## config.mk

```make
export PLATFORM = sky130hd
export DESIGN_NAME = tone_buzzer_flat
export DESIGN_NICKNAME = d
export VERILOG_FILES = /design/src/rtl/tone_buzzer_pkg.sv /design/src/rtl/tone_buzzer_if.sv /design/src/rtl/tone_buzzer_divider.sv /design/src/rtl/tone_buzzer.sv /design/src/flat_wrapper.sv
export SDC_FILE = /design/constraint.sdc
export NUM_CORES = 1
export LEC_CHECK = 0
export CORE_UTILIZATION = 63
export CTS_CLUSTER_SIZE = 14
export DETAILED_ROUTE_END_ITERATION = 7
export DONT_BUFFER_PORTS = 1
export PLACE_DENSITY = 0.78
export SETUP_SLACK_MARGIN = 0.02
export SYNTH_ARGS = -nofsm -noshare
export SYNTH_HDL_FRONTEND = slang
export SYNTH_HIERARCHICAL = 1
export SYNTH_SLANG_ARGS = --single-unit
```

## constraint.sdc

```tcl
create_clock -name clk_in -period 4.6 [get_ports clk_in]
set_clock_uncertainty 0.2 [all_clocks]
set_input_delay 0.46 -clock clk_in [delete_from_list [all_inputs] [get_ports clk_in]]
set_output_delay 0.46 -clock clk_in [all_outputs]
set_load 0.03 [all_outputs]
```

## src/rtl/tone_buzzer_pkg.sv

```systemverilog
// Shared register map and control-bit positions for the I/O-mapped tone buzzer.
package buzzer_pkg;

  localparam logic [1:0] ADDR_CTRL   = 2'd0;
  localparam logic [1:0] ADDR_DIV_LO = 2'd1;
  localparam logic [1:0] ADDR_DIV_HI = 2'd2;
  localparam logic [1:0] ADDR_DUR    = 2'd3;

  localparam int CTRL_EN      = 0;
  localparam int CTRL_ONESHOT = 1;

  // Counter width for a prescaler of the given modulus; never narrower than one bit.
  function automatic int pre_width(input int prescale);
    return (prescale > 1) ? $clog2(prescale) : 1;
  endfunction

endpackage

```

## src/rtl/tone_buzzer_if.sv

```systemverilog
// CPU-side write port of the tone buzzer: active-low chip select and write strobe, address, data.
interface tone_buzzer_if #(
  parameter int DATA_W = 8
);
  logic              CS_N;
  logic              IOW_N;
  logic [1:0]        addr;
  logic [DATA_W-1:0] din;

  modport master (output CS_N, IOW_N, addr, din);
  modport slave  (input  CS_N, IOW_N, addr, din);
endinterface

```

## src/rtl/tone_buzzer_divider.sv

```systemverilog
// Half-period counter: toggles the tone every div cycles while enabled, holds 0 otherwise.
module tone_divider #(
  parameter int DIV_W = 16
) (
  input  logic             clk_in,
  input  logic             rst_n,
  input  logic             en,
  input  logic [DIV_W-1:0] div,
  output logic             tone
);

  logic [DIV_W-1:0] cnt_r;
  logic             tone_r;
  logic             wrap_s;

  // Compare with >= so a divider shrunk below the running count wraps at once.
  always_comb begin
    wrap_s = 1'b0;
    if (div != '0) begin
      wrap_s = (cnt_r >= (div - DIV_W'(1)));
    end else begin
      wrap_s = 1'b0;
    end
  end

  // Count, wrap and toggle; disabled or zero divider parks everything at 0.
  always_ff @(posedge clk_in or negedge rst_n) begin
    if (!rst_n) begin
      cnt_r  <= '0;
      tone_r <= 1'b0;
    end else if (!en || (div == '0)) begin
      cnt_r  <= '0;
      tone_r <= 1'b0;
    end else if (wrap_s) begin
      cnt_r  <= '0;
      tone_r <= ~tone_r;
    end else begin
      cnt_r  <= cnt_r + DIV_W'(1);
      tone_r <= tone_r;
    end
  end

  assign tone = tone_r;

endmodule

```

## src/rtl/tone_buzzer.sv

```systemverilog
// Tone buzzer top: strobe edge detect, register file, one-shot duration timer and divider.
module tone_buzzer
  import buzzer_pkg::*;
#(
  parameter int DATA_W   = 8,
  parameter int DIV_W    = 16,
  parameter int DUR_W    = 8,
  parameter int PRESCALE = 50000
) (
  input  logic           clk_in,
  input  logic           rst_n,
  tone_buzzer_if.slave   bus,
  output logic           buzzer,
  output logic           busy
);

  localparam int               PRE_W    = pre_width(PRESCALE);
  localparam logic [PRE_W-1:0] PRE_LAST = PRE_W'(PRESCALE - 1);

  logic              wr_s;
  logic              wr_d_r;
  logic              commit_s;
  logic              ctrl_wr_s;
  logic              trigger_s;
  logic              tick_s;
  logic              div_en_s;
  logic              en_r;
  logic              oneshot_r;
  logic [DATA_W-1:0] shadow_lo_r;
  logic [DIV_W-1:0]  div_r;
  logic [DUR_W-1:0]  dur_r;
  logic [DUR_W-1:0]  dur_cnt_r;
  logic [PRE_W-1:0]  pre_cnt_r;

  // Decode the strobe; a one-shot trigger holds the divider off for one edge to restart its phase.
  always_comb begin
    wr_s      = ~bus.CS_N & ~bus.IOW_N;
    commit_s  = wr_s & ~wr_d_r;
    ctrl_wr_s = commit_s & (bus.addr == ADDR_CTRL);
    trigger_s = ctrl_wr_s & bus.din[CTRL_EN] & bus.din[CTRL_ONESHOT] & (dur_r != '0);
    tick_s    = en_r & oneshot_r & (pre_cnt_r == PRE_LAST);
    div_en_s  = en_r & ~trigger_s;
  end

  // Strobe history and the divider/duration registers.
  always_ff @(posedge clk_in or negedge rst_n) begin
    if (!rst_n) begin
      wr_d_r      <= 1'b0;
      shadow_lo_r <= '0;
      div_r       <= '0;
      dur_r       <= '0;
    end else begin
      wr_d_r <= wr_s;
      if (commit_s) begin
        case (bus.addr)
          ADDR_DIV_LO: shadow_lo_r <= bus.din;
          ADDR_DIV_HI: div_r       <= DIV_W'({bus.din, shadow_lo_r});
          ADDR_DUR:    dur_r       <= bus.din[DUR_W-1:0];
          default:     div_r       <= div_r;
        endcase
      end
    end
  end

  // Control register and one-shot timer; a CTRL commit overrides a coincident expiry.
  always_ff @(posedge clk_in or negedge rst_n) begin
    if (!rst_n) begin
      en_r      <= 1'b0;
      oneshot_r <= 1'b0;
      dur_cnt_r <= '0;
      pre_cnt_r <= '0;
    end else if (ctrl_wr_s) begin
      oneshot_r <= bus.din[CTRL_ONESHOT];
      en_r      <= bus.din[CTRL_EN] & ~(bus.din[CTRL_ONESHOT] & (dur_r == '0));
      dur_cnt_r <= dur_r;
      pre_cnt_r <= '0;
    end else if (en_r && oneshot_r) begin
      if (tick_s) begin
        pre_cnt_r <= '0;
        dur_cnt_r <= dur_cnt_r - DUR_W'(1);
        en_r      <= (dur_cnt_r != DUR_W'(1));
      end else begin
        pre_cnt_r <= pre_cnt_r + PRE_W'(1);
      end
    end else begin
      pre_cnt_r <= '0;
    end
  end

  tone_divider #(
    .DIV_W (DIV_W)
  ) u_divider (
    .clk_in (clk_in),
    .rst_n  (rst_n),
    .en     (div_en_s),
    .div    (div_r),
    .tone   (buzzer)
  );

  assign busy = en_r;

endmodule

```

## src/flat_wrapper.sv

```systemverilog
// flat-port wrapper written by rule: the top's interface ports become plain ports
module tone_buzzer_flat import buzzer_pkg::*;
#(
  parameter int DATA_W   = 8,
  parameter int DIV_W    = 16,
  parameter int DUR_W    = 8,
  parameter int PRESCALE = 50000
)
  (clk_in, rst_n, buzzer, busy, bus_CS_N, bus_IOW_N, bus_addr, bus_din);
  tone_buzzer_if #(.DATA_W(DATA_W)) bus_i ();
  input  logic clk_in;
  input  logic rst_n;
  output logic buzzer;
  output logic busy;
  input wire logic [$bits(bus_i.CS_N)-1:0] bus_CS_N;
  input wire logic [$bits(bus_i.IOW_N)-1:0] bus_IOW_N;
  input wire logic [$bits(bus_i.addr)-1:0] bus_addr;
  input wire logic [$bits(bus_i.din)-1:0] bus_din;
  assign bus_i.CS_N = bus_CS_N;
  assign bus_i.IOW_N = bus_IOW_N;
  assign bus_i.addr = bus_addr;
  assign bus_i.din = bus_din;
  tone_buzzer #(.DATA_W(DATA_W), .DIV_W(DIV_W), .DUR_W(DUR_W), .PRESCALE(PRESCALE)) u_core (.clk_in(clk_in), .rst_n(rst_n), .bus(bus_i), .buzzer(buzzer), .busy(busy));
endmodule
```

Yosys cells after proc, flatten, opt, wreduce, memory -nomap -nowiden --
Index checks and enable logic that the tools add are counted.
Storage, ports and cells: flip-flop bits (word level) 76, word-level logic and storage cells 66
Cells by class: add/subtract/negate cells 4, magnitude comparators 1, equal/unequal tests 5, multiplexer cells 14, bitwise logic cells 17, reductions and logical operators 15
Operator list (number):
- 16-bit 2-to-1 mux | 5
- 16-bit by 1-bit adder with 16-bit output (second input constant) | 2
- 8-bit 2-to-1 mux | 3
- 16-bit == test (second input constant) | 1
- 16-bit greater-or-equal comparator | 1
- 16-bit logical NOT | 1
- 16-bit nonzero test | 1
- 16-bit by 1-bit subtractor with 16-bit output (second input constant) | 1
- 1-bit bitwise AND | 11
- 8-bit logical NOT | 1
- 8-bit by 1-bit != test with 1-bit output (second input constant) | 1
- 2-bit AND reduction | 4
- 8-bit nonzero test | 1
- 8-bit by 1-bit subtractor with 8-bit output (second input constant) | 1
- 1-bit 2-to-1 mux | 6
- 1-bit NOT | 6
- 2-bit nonzero test | 3
- 2-bit == test (second input constant) | 2
- 2-bit by 1-bit == test with 1-bit output (second input constant) | 1
- 2-bit logical NOT | 1
- 1-bit logical AND | 1
- 1-bit logical NOT | 1
- 1-bit logical OR | 1

Logic depth before layout (Yosys ltp) --
Gate-level depths: netlist of run 1.
depth after elaboration 12, depth in mapped cells 13, mapped depth without buffers 12

Hierarchy --
Netlist of run 1, hierarchy kept.
By module, submodules not included:
- tone_buzzer | times used 1, cells each 217, area an instance 2653.8 µm²
- tone_divider | times used 1, cells each 154, area an instance 1428.9 µm²

Worst setup path after synthesis of run 1 --
Ideal clock, no wire load.
path type reg-to-reg, start point register u_core.div_r[1], end point register u_core.u_divider.cnt_r[10], setup time 71 ps, data arrival time 2936 ps, data required time 4329 ps, path slack 1393 ps, cell stages (with the launch flop) 13, clock period less this slack 3207 ps, cells stage by stage dfrtp_1 or4_4 nor2b_2 nand3b_1 nor2_1 xnor2_1 ha_1 a21o_1 a21o_1 a2111oi_4 nand4_4 buf_6 nor2_1
On the way: cells in the longest elaborated chain, start to end 5, elaborated cells on any way between the ends 8, those cells by class add/sub (1); order compare (1); mux (3); reduce/logical (3)
RTL lines:
- start, declared | RTL line tone_buzzer.sv:30 | logic [DIV_W-1:0] div_r;
- start signal, assigned | RTL line tone_buzzer.sv:57 | ADDR_DIV_HI: div_r <= DIV_W'({bus.din, shadow_lo_r});
- start signal, assigned | RTL line tone_buzzer.sv:59 | default: div_r <= div_r;
- 16-bit by 1-bit subtractor with 16-bit output | RTL line tone_buzzer_divider.sv:20 | wrap_s = (cnt_r >= (div - DIV_W'(1)));
- 16-bit greater-or-equal comparator | RTL line tone_buzzer_divider.sv:20
- 1-bit 2-to-1 mux | RTL line tone_buzzer_divider.sv:19 | if (div != '0) begin
- 16-bit 2-to-1 mux | RTL line tone_buzzer_divider.sv:34 | end else if (wrap_s) begin
- 16-bit 2-to-1 mux (*) | RTL line tone_buzzer_divider.sv:31 | end else if (!en || (div == '0)) begin
- end signal, assigned | RTL line tone_buzzer_divider.sv:38 | cnt_r <= cnt_r + DIV_W'(1);
- end, declared | RTL line tone_buzzer_divider.sv:12 | logic [DIV_W-1:0] cnt_r;
Every way passes the cells marked *; elsewhere a longest branch is shown, timed or not. A chain may end at the register's enable or synchronous reset.

Final worst setup path of run 1 --
start point register u_core.div_r[3], end point register u_core.u_divider.cnt_r[10]
The elaborated chain is that of the path after synthesis.

==> results.cfg, run 1 <==
[route]
first_pass_iters = 4
drtIter0Drc = 123
postRouteAntennaNets = 0
drt-total-wl_um = 7431
wl_per_cell_um = 16.05
vias = 2731
vias_per_cell = 5.898
drc = 0

[setup_path]
path_class = flip-flop to flip-flop
critPathLaunchType = flip-flop
cp.required_ns = 4.68
path_max_fanout = 16
cp_data_arrival_time_ns = 3.58
worst_setup_path_end_kind = flip-flop

[global_route]
grt_pass1_wl_um = 12610
grt_use_met2 = 0.4116
grt_usage = 0.2566
top_usage_layer = met2
antenna_found_initial = 0
met3_usage = 0.06374
grt-ovfl-total = 0
grt_pass1_vias = 2674
grt_max_degree = 77
use_met1 = 0.3365

[logic_synthesis]
ys.warnings.count = 6
async_flop_share = 1.000
ys_seq_area_frac = 0.4658
synthCells = 371
syn_avg_cell_area_sq_um = 11.00
muxShareOfSynthArea = 0.09347
synth_top_area_frac = 0.4658
yosysTopAreaCell = dfrtp_1
syn-num-nets = 406
synthXorXnorAreaFrac = 0.1051
synth_ff_type = dfrtp_1
synth_fa_ha_area_frac = 0.06436
synth_area_sq_um = 4083
synth_edf_count = 0
synth-seq-cells = 76
synth_top_family_by_area = simple AND/OR/NAND/NOR gates
synthTopCellsByArea = dfrtp_1 47%, mux2_2 9.1%, xnor2_1 6.9%
synth_compound_area_frac = 0.04291
ys_types = 51
synthSimpleGateAreaFrac = 0.2078

[placement]
port_buffers = 0
dp_hpwl_um = 5265
pre_cts_ws_ns = 1.109
post_dp_cell_area_sq_um = 4145
gp_congestion = 0.8541

[sta]
fin_crit_sh = 0.7607
min_period_ns = 3.499
worstMarginPinSlew_ns = 0.5136
fin_ws_ns = 1.101
finalSetupViolCount = 0
slew_violations = 0
fin_tns_setup_ns = 0
relSlewSlack = 0.6487
final-hold-violation-count = 0
fmax_mhz = 285.8
whs_ns = 0.04695
rsz0062_at_grt = no

[cells_and_area]
drive_above_1_share = 0.1881
final_common_cell = dfrtp_1
final_nets = 418
finish.instance_area_sq_um = 4395
layout_common_cells = 76 x dfrtp_1, 45 x nor2_1, 33 x mux2_2
n_antenna_cell = 0
area_growth_pct = 7.662

[clock_network]
cts_root_buf = clkbuf_8
cts_tree = yes
cts_buffer_depth = 2
cts_sinks = 76
clk_pin_slew_ns = 0.08
insertion_delay_ns = 0.36
cts_htree_levels = 3
cts_buffers = 9

[floorplanning]
start_util = 0.6697
core_sq_um = 6096
dieArea_sq_um = 6806
ios = 16
die_w_um = 82.50
die_h_um = 82.50
num_rows = 28

[job]
max_cap_violations = 0

[worst_hold_path]
hold_path.class = primary input to flip-flop

[pwr]
leakagePower_nw = 1.841
report.power.total_mw = 1.790
vdd_ir_drop_max_mv = 0.3083
power_density_nw_per_um2 = 407.2

[run_status]
status = finished clean
synth_stat cells, types with 2 or more instances:
library cell and n:
dfrtp_1 76, nor2_1 45, mux2_2 33, xnor2_1 32, nand2_1 28, ha_1 21, xor2_1 17, nand3_1 14
nor3_1 11, inv_1 10, and3_1 9, nand4_1 6, a21oi_1 5, nor4_2 5, nand3b_1 3, nor4_1 3
o21ai_0 3, o21ai_1 3, o21ai_2 3, or3_1 3, a21o_1 2, and4_1 2, and4b_1 2, buf_4 2
buf_6 2, nand2b_1 2, nor4b_1 2, or2_2 2, or4_1 2, or4_4 2
power by group:
group,switching [mW],leakage [nW],internal (mW)
logic,0.206,0.760,0.219
registers,0.116,0.988,0.774
clock network,0.269,0.0925,0.205
worst max-delay path, cell delays in order, from the launching register on:
cell and delay (ns):
dfrtp_1 0.43, or4_4 0.54, nor2b_2 0.21, nand3b_1 0.14, nor2_1 0.14, xnor2_1 0.13
ha_1 0.26, a21o_1 0.19, a21o_1 0.21, a2111oi_4 0.48, nand4_4 0.31, nor2_1 0.19
state kept, by name, indices dropped and copies added, names as in the netlist:
signal	cells
u_core/dur_r	8
u_core/busy	1
u_core/shadow_lo_r	8
u_core/u_divider/tone	1
u_core/div_r	16
u_core/pre_cnt_r	16
u_core/wr_d_r	1
u_core/dur_cnt_r	8
u_core/oneshot_r	1
u_core/u_divider/cnt_r	16
metal layers:
layer	share of wire	vias up
met5	0	-
met4	0.021	0
met3	0.035	15
met2	0.47	54
met1	0.47	1330
li1	-	1332
repair_timing:
| item | in CTS | in global routing |
|---|---|---|
| gates resized for setup | 0 | 0 |
| hold buffers | 5 | 0 |
| hold endpoints to repair | 78 | 0 |
| buffers inserted | 0 | 0 |
per-stage QoR:
step / util / std cells
finish: 0.7211 / 463
global route: 0.7211 / 463
CTS: 0.7211 / 463
detailed placement: 0.6800 / 442
global placement: 0.6800 / 442
floorplan: - / 371
path summary, 6_finish.rpt:
path / start / end / slack, ns / cells past startpoint
min in group asynchronous: rst_n / u_core/dur_cnt_r[2] / 0.48 / 2
setup / recovery: u_core/div_r[3] / u_core/u_divider/cnt_r[10] / 1.10 / 11
setup reg to reg: u_core/div_r[3] / u_core/u_divider/cnt_r[10] / 1.10 / 11
hold reg to reg: u_core/pre_cnt_r[0] / u_core/pre_cnt_r[0] / 0.27 / 1
hold / removal: bus_din[0] / u_core/busy / 0.05 / 2
max in group asynchronous: rst_n / u_core/div_r[6] / 3.44 / 2
cells by family after synthesis:
kind of cell | Yosys count
fa+ha+maj | 21
buf+inv | 16
flops | 76
xor+xnor | 49
mux | 34
simple gates | 152
compound gates | 23
area by class of cell:
cell class                      count  area [sq um]
Clock buffer                        9         123.9
Clock inverter                      7         58.81
Fill cell                         452          1700
Inverter                           10         37.54
Multi-Input combinational cell    279          2097
Sequential cell                    76          1902
Tap cell                           75         93.84
Timing Repair Buffer                7         82.58
Note: power is estimated with default switching activity, not from simulation.
==> inputs of run 2 (changes only) <==
--- a/config.mk
+++ b/config.mk
@@ -5,11 +5,12 @@
 export SDC_FILE = /design/constraint.sdc
 export NUM_CORES = 1
 export LEC_CHECK = 0
-export CORE_UTILIZATION = 63
+export ABC_AREA = 1
+export CORE_UTILIZATION = 64
 export CTS_CLUSTER_SIZE = 14
 export DETAILED_ROUTE_END_ITERATION = 7
 export DONT_BUFFER_PORTS = 1
-export PLACE_DENSITY = 0.78
+export PLACE_DENSITY = 0.79
 export SETUP_SLACK_MARGIN = 0.02
 export SYNTH_ARGS = -nofsm -noshare
 export SYNTH_HDL_FRONTEND = slang
==> constraint.sdc (replaced) <==
create_clock -name clk_in -period 3.53 [get_ports clk_in]
set_clock_uncertainty 0.2 [all_clocks]
set_input_delay 0.353 -clock clk_in [delete_from_list [all_inputs] [get_ports clk_in]]
set_output_delay 0.353 -clock clk_in [all_outputs]
set_load 0.03 [all_outputs]
==> run 2 against run 1 <==
Compared with the run above:
- maximum frequency up 29%
- design area up 16%
- non-clock buffer count down 1
- area after synthesis rose by 17%
- synthesized cell count increased by 60%
==> results.cfg, run 2 <==
[pwr]
power_density_nw_per_um2 = 515.2
vdd_ir_drop_max_mv = 0.3550
report.power.total_mw = 2.620
leakagePower_nw = 2.483

[clock_network]
cts_root_buf = clkbuf_8
cts_htree_levels = 3
insertion_delay_ns = 0.36
post_cts_buffers = 0
clk_pin_slew_ns = 0.09
cts_tree = yes
cts_resized = 0
cts_buffers = 9
cts_buffer_depth = 2
cts_sinks = 76

[logic_synthesis]
synth_fa_ha_area_frac = 0.05489
synth_edf_count = 0
synthTopCellsByCount = 142 x nand2_1, 82 x inv_1, 76 x dfrtp_1
synthCells = 595
syn-num-nets = 630
async_flop_share = 1.000
synth_area_sq_um = 4787
synthSimpleGateAreaFrac = 0.3312
ys_types = 34
synth_ff_type = dfrtp_1
synth-seq-cells = 76
muxShareOfSynthArea = 0
synth_most_common_cell = nand2_1
yosysTopAreaCell = dfrtp_1
synth_top_family_by_area = simple AND/OR/NAND/NOR gates
synth_compound_area_frac = 0.07737
synthTopCellsByArea = dfrtp_1 40%, nand2_1 11%, inv_1 6.4%
syn_avg_cell_area_sq_um = 8.046
ys.warnings.count = 6
ys_seq_area_frac = 0.3973
synth_top_area_frac = 0.3973
synthXorXnorAreaFrac = 0.05306

[floorplanning]
core_sq_um = 7253
dieArea_sq_um = 7830
ios = 16
num_rows = 31
die_h_um = 88.49
die_w_um = 88.49
start_util = 0.6600

[route]
first_pass_iters = 4
drc = 0
wl_met3_um = 290
drt-total-wl_um = 9069
drtIter0Drc = 228
wl_met2_um = 4505
met1_length_um = 4208
vias_per_cell = 5.161
wl_per_cell_um = 12.83
top_layer_used = met4
vias = 3649
postRouteAntennaNets = 0

[cells_and_area]
final_cell_count_no_fill = 707
n_antenna_cell = 0
area_growth_pct = 6.247
final_common_cell = nand2_1
reg_top3 = u_core/div_r x16, u_core/pre_cnt_r x16, u_core/u_divider/cnt_r x16
drive_above_1_share = 0.1579
final_nets = 638
layout_common_cells = 142 x nand2_1, 82 x inv_1, 76 x dfrtp_1

[job]
max_cap_violations = 0

[setup_path]
cp_data_arrival_time_ns = 2.76
path_delay_family = simple AND/OR/NAND/NOR gates
r2r_cells = 16
crit_cells = 16
path_max_fanout = 17
cpPeakStageDelay_ns = 0.39
worst_path_most_repeated_cell = nand2_1
cp.required_ns = 3.58
path_class = flip-flop to flip-flop
critical_path_buf_inv_count = 2
cpMaxStageDelayCell = dfrtp_1
critPathLaunchType = flip-flop
cp_cell_sequence = inv_1 > ha_1 > nand2_4 > nor2_1 > nand4_1 > xnor2_1 > inv_1 > ha_1 > nand2_1 > a21oi_1 > nor2_1 > nand2_1 > nor2_4 > nand2_4 > nand2_1 > nand2_1
worst_setup_path_end_kind = flip-flop

[global_route]
grt_pass1_vias = 3487
grt_pass1_wl_um = 15660
grt_usage = 0.2622
grt_max_degree = 77
grt-ovfl-total = 0
antenna_found_initial = 0

[sta]
min_period_ns = 2.708
slew_violations = 0
fmax_mhz = 369.3
whs_ns = 0.03290
final-hold-violation-count = 0
relSlewSlack = 0.5723
finalSetupViolCount = 0
fin_tns_setup_ns = 0
fin_crit_sh = 0.7670
rsz0062_at_grt = no
worstMarginPinSlew_ns = 0.6408

[placement]
gp_congestion = 0.8920
dp_hpwl_um = 6673
dp.cells = 685
port_buffers = 0

[worst_hold_path]
hold_path.class = primary input to flip-flop
whs_path_depth = 2

[run_status]
status = finished clean
## run 2: cell types whose count changed in the layout (fill, tap and decap cells not counted), sizes merged, moves of 4 or more
| cell | delta |
|---|---|
| nor4 | -8 |
| mux2 | -33 |
| nor2 | +50 |
| inv | +75 |
| o21ai | +34 |
| or4 | -4 |
| nand3 | +28 |
| and3 | -9 |
| xnor2 | -23 |
| nand2 | +125 |
## run 2: final cells by class
type / instances / area [sq um]
fillers: 613 / 2167
repair buffers: 6 / 77.57
multi-input cells: 423 / 2472
inverters: 87 / 327.8
well taps: 99 / 123.9
clock inverters: 7 / 58.81
clock buffers: 9 / 123.9
flip-flops and latches: 76 / 1902
## run 2: metrics by stage
stage	area, sq um	setup slack (ns)	utilization
after floorplan	4787	1.095	-
after global placement	4826	0.9195	0.6653
after detailed placement	4826	0.8116	0.6653
after CTS	5076	0.8058	0.6998
after global routing	5086	0.5596	0.7012
final	5086	0.8224	0.7012
## run 2: layer usage
layer / up-vias / GRT usage
met2: 56 / 0.4357
met3: 6 / 0.07743
li1: 1892 / -
met4: 0 / 0.05132
met5: - / 0
met1: 1695 / 0.3434
## run 2: final timing paths
check,start,to,slack (ns)
setup / recovery,u_core/div_r[0],u_core/u_divider/tone,0.82
hold / removal,bus_din[7],u_core/shadow_lo_r[7],0.03
setup reg to reg,u_core/div_r[0],u_core/u_divider/tone,0.82
hold reg to reg,u_core/pre_cnt_r[0],u_core/pre_cnt_r[0],0.27
max in group asynchronous,rst_n,u_core/u_divider/cnt_r[14],2.49
min in group asynchronous,rst_n,u_core/pre_cnt_r[14],0.34
## run 2: logic make-up (layout without fill, tap and decap cells)
logic type / Yosys count / after routing
xor gates and xnor gates: 29 / 29
AOI/OAI and AO/OA: 55 / 55
DFF: 76 / 76
adders and majority gates: 21 / 21
buffers and inverters: 96 / 109
and+or+nand+nor: 318 / 318
## run 2: repair_timing
item                                    CTS  global route
hold buffers                              5             1
endpoints found under the hold margin    79             1
endpoints found under the setup margin    0             0
## run 2: worst reg2reg max path, stage by stage (launching register included)
cell     delay, ns
dfrtp_1       0.39
inv_1         0.10
ha_1          0.24
nand2_4       0.09
nor2_1        0.16
nand4_1       0.12
xnor2_1       0.15
inv_1         0.07
ha_1          0.28
nand2_1       0.10
a21oi_1       0.05
nor2_1        0.09
nand2_1       0.10
nor2_4        0.12
nand2_4       0.20
nand2_1       0.11
nand2_1       0.05
## run 2: where the power goes
part | total, mW | switching (mW) | internal, mW
clock network | 0.629 | 0.362 | 0.266
registers | 1.14 | 0.140 | 1.00
logic | 0.848 | 0.522 | 0.326
total | 2.62 | 1.02 | 1.60
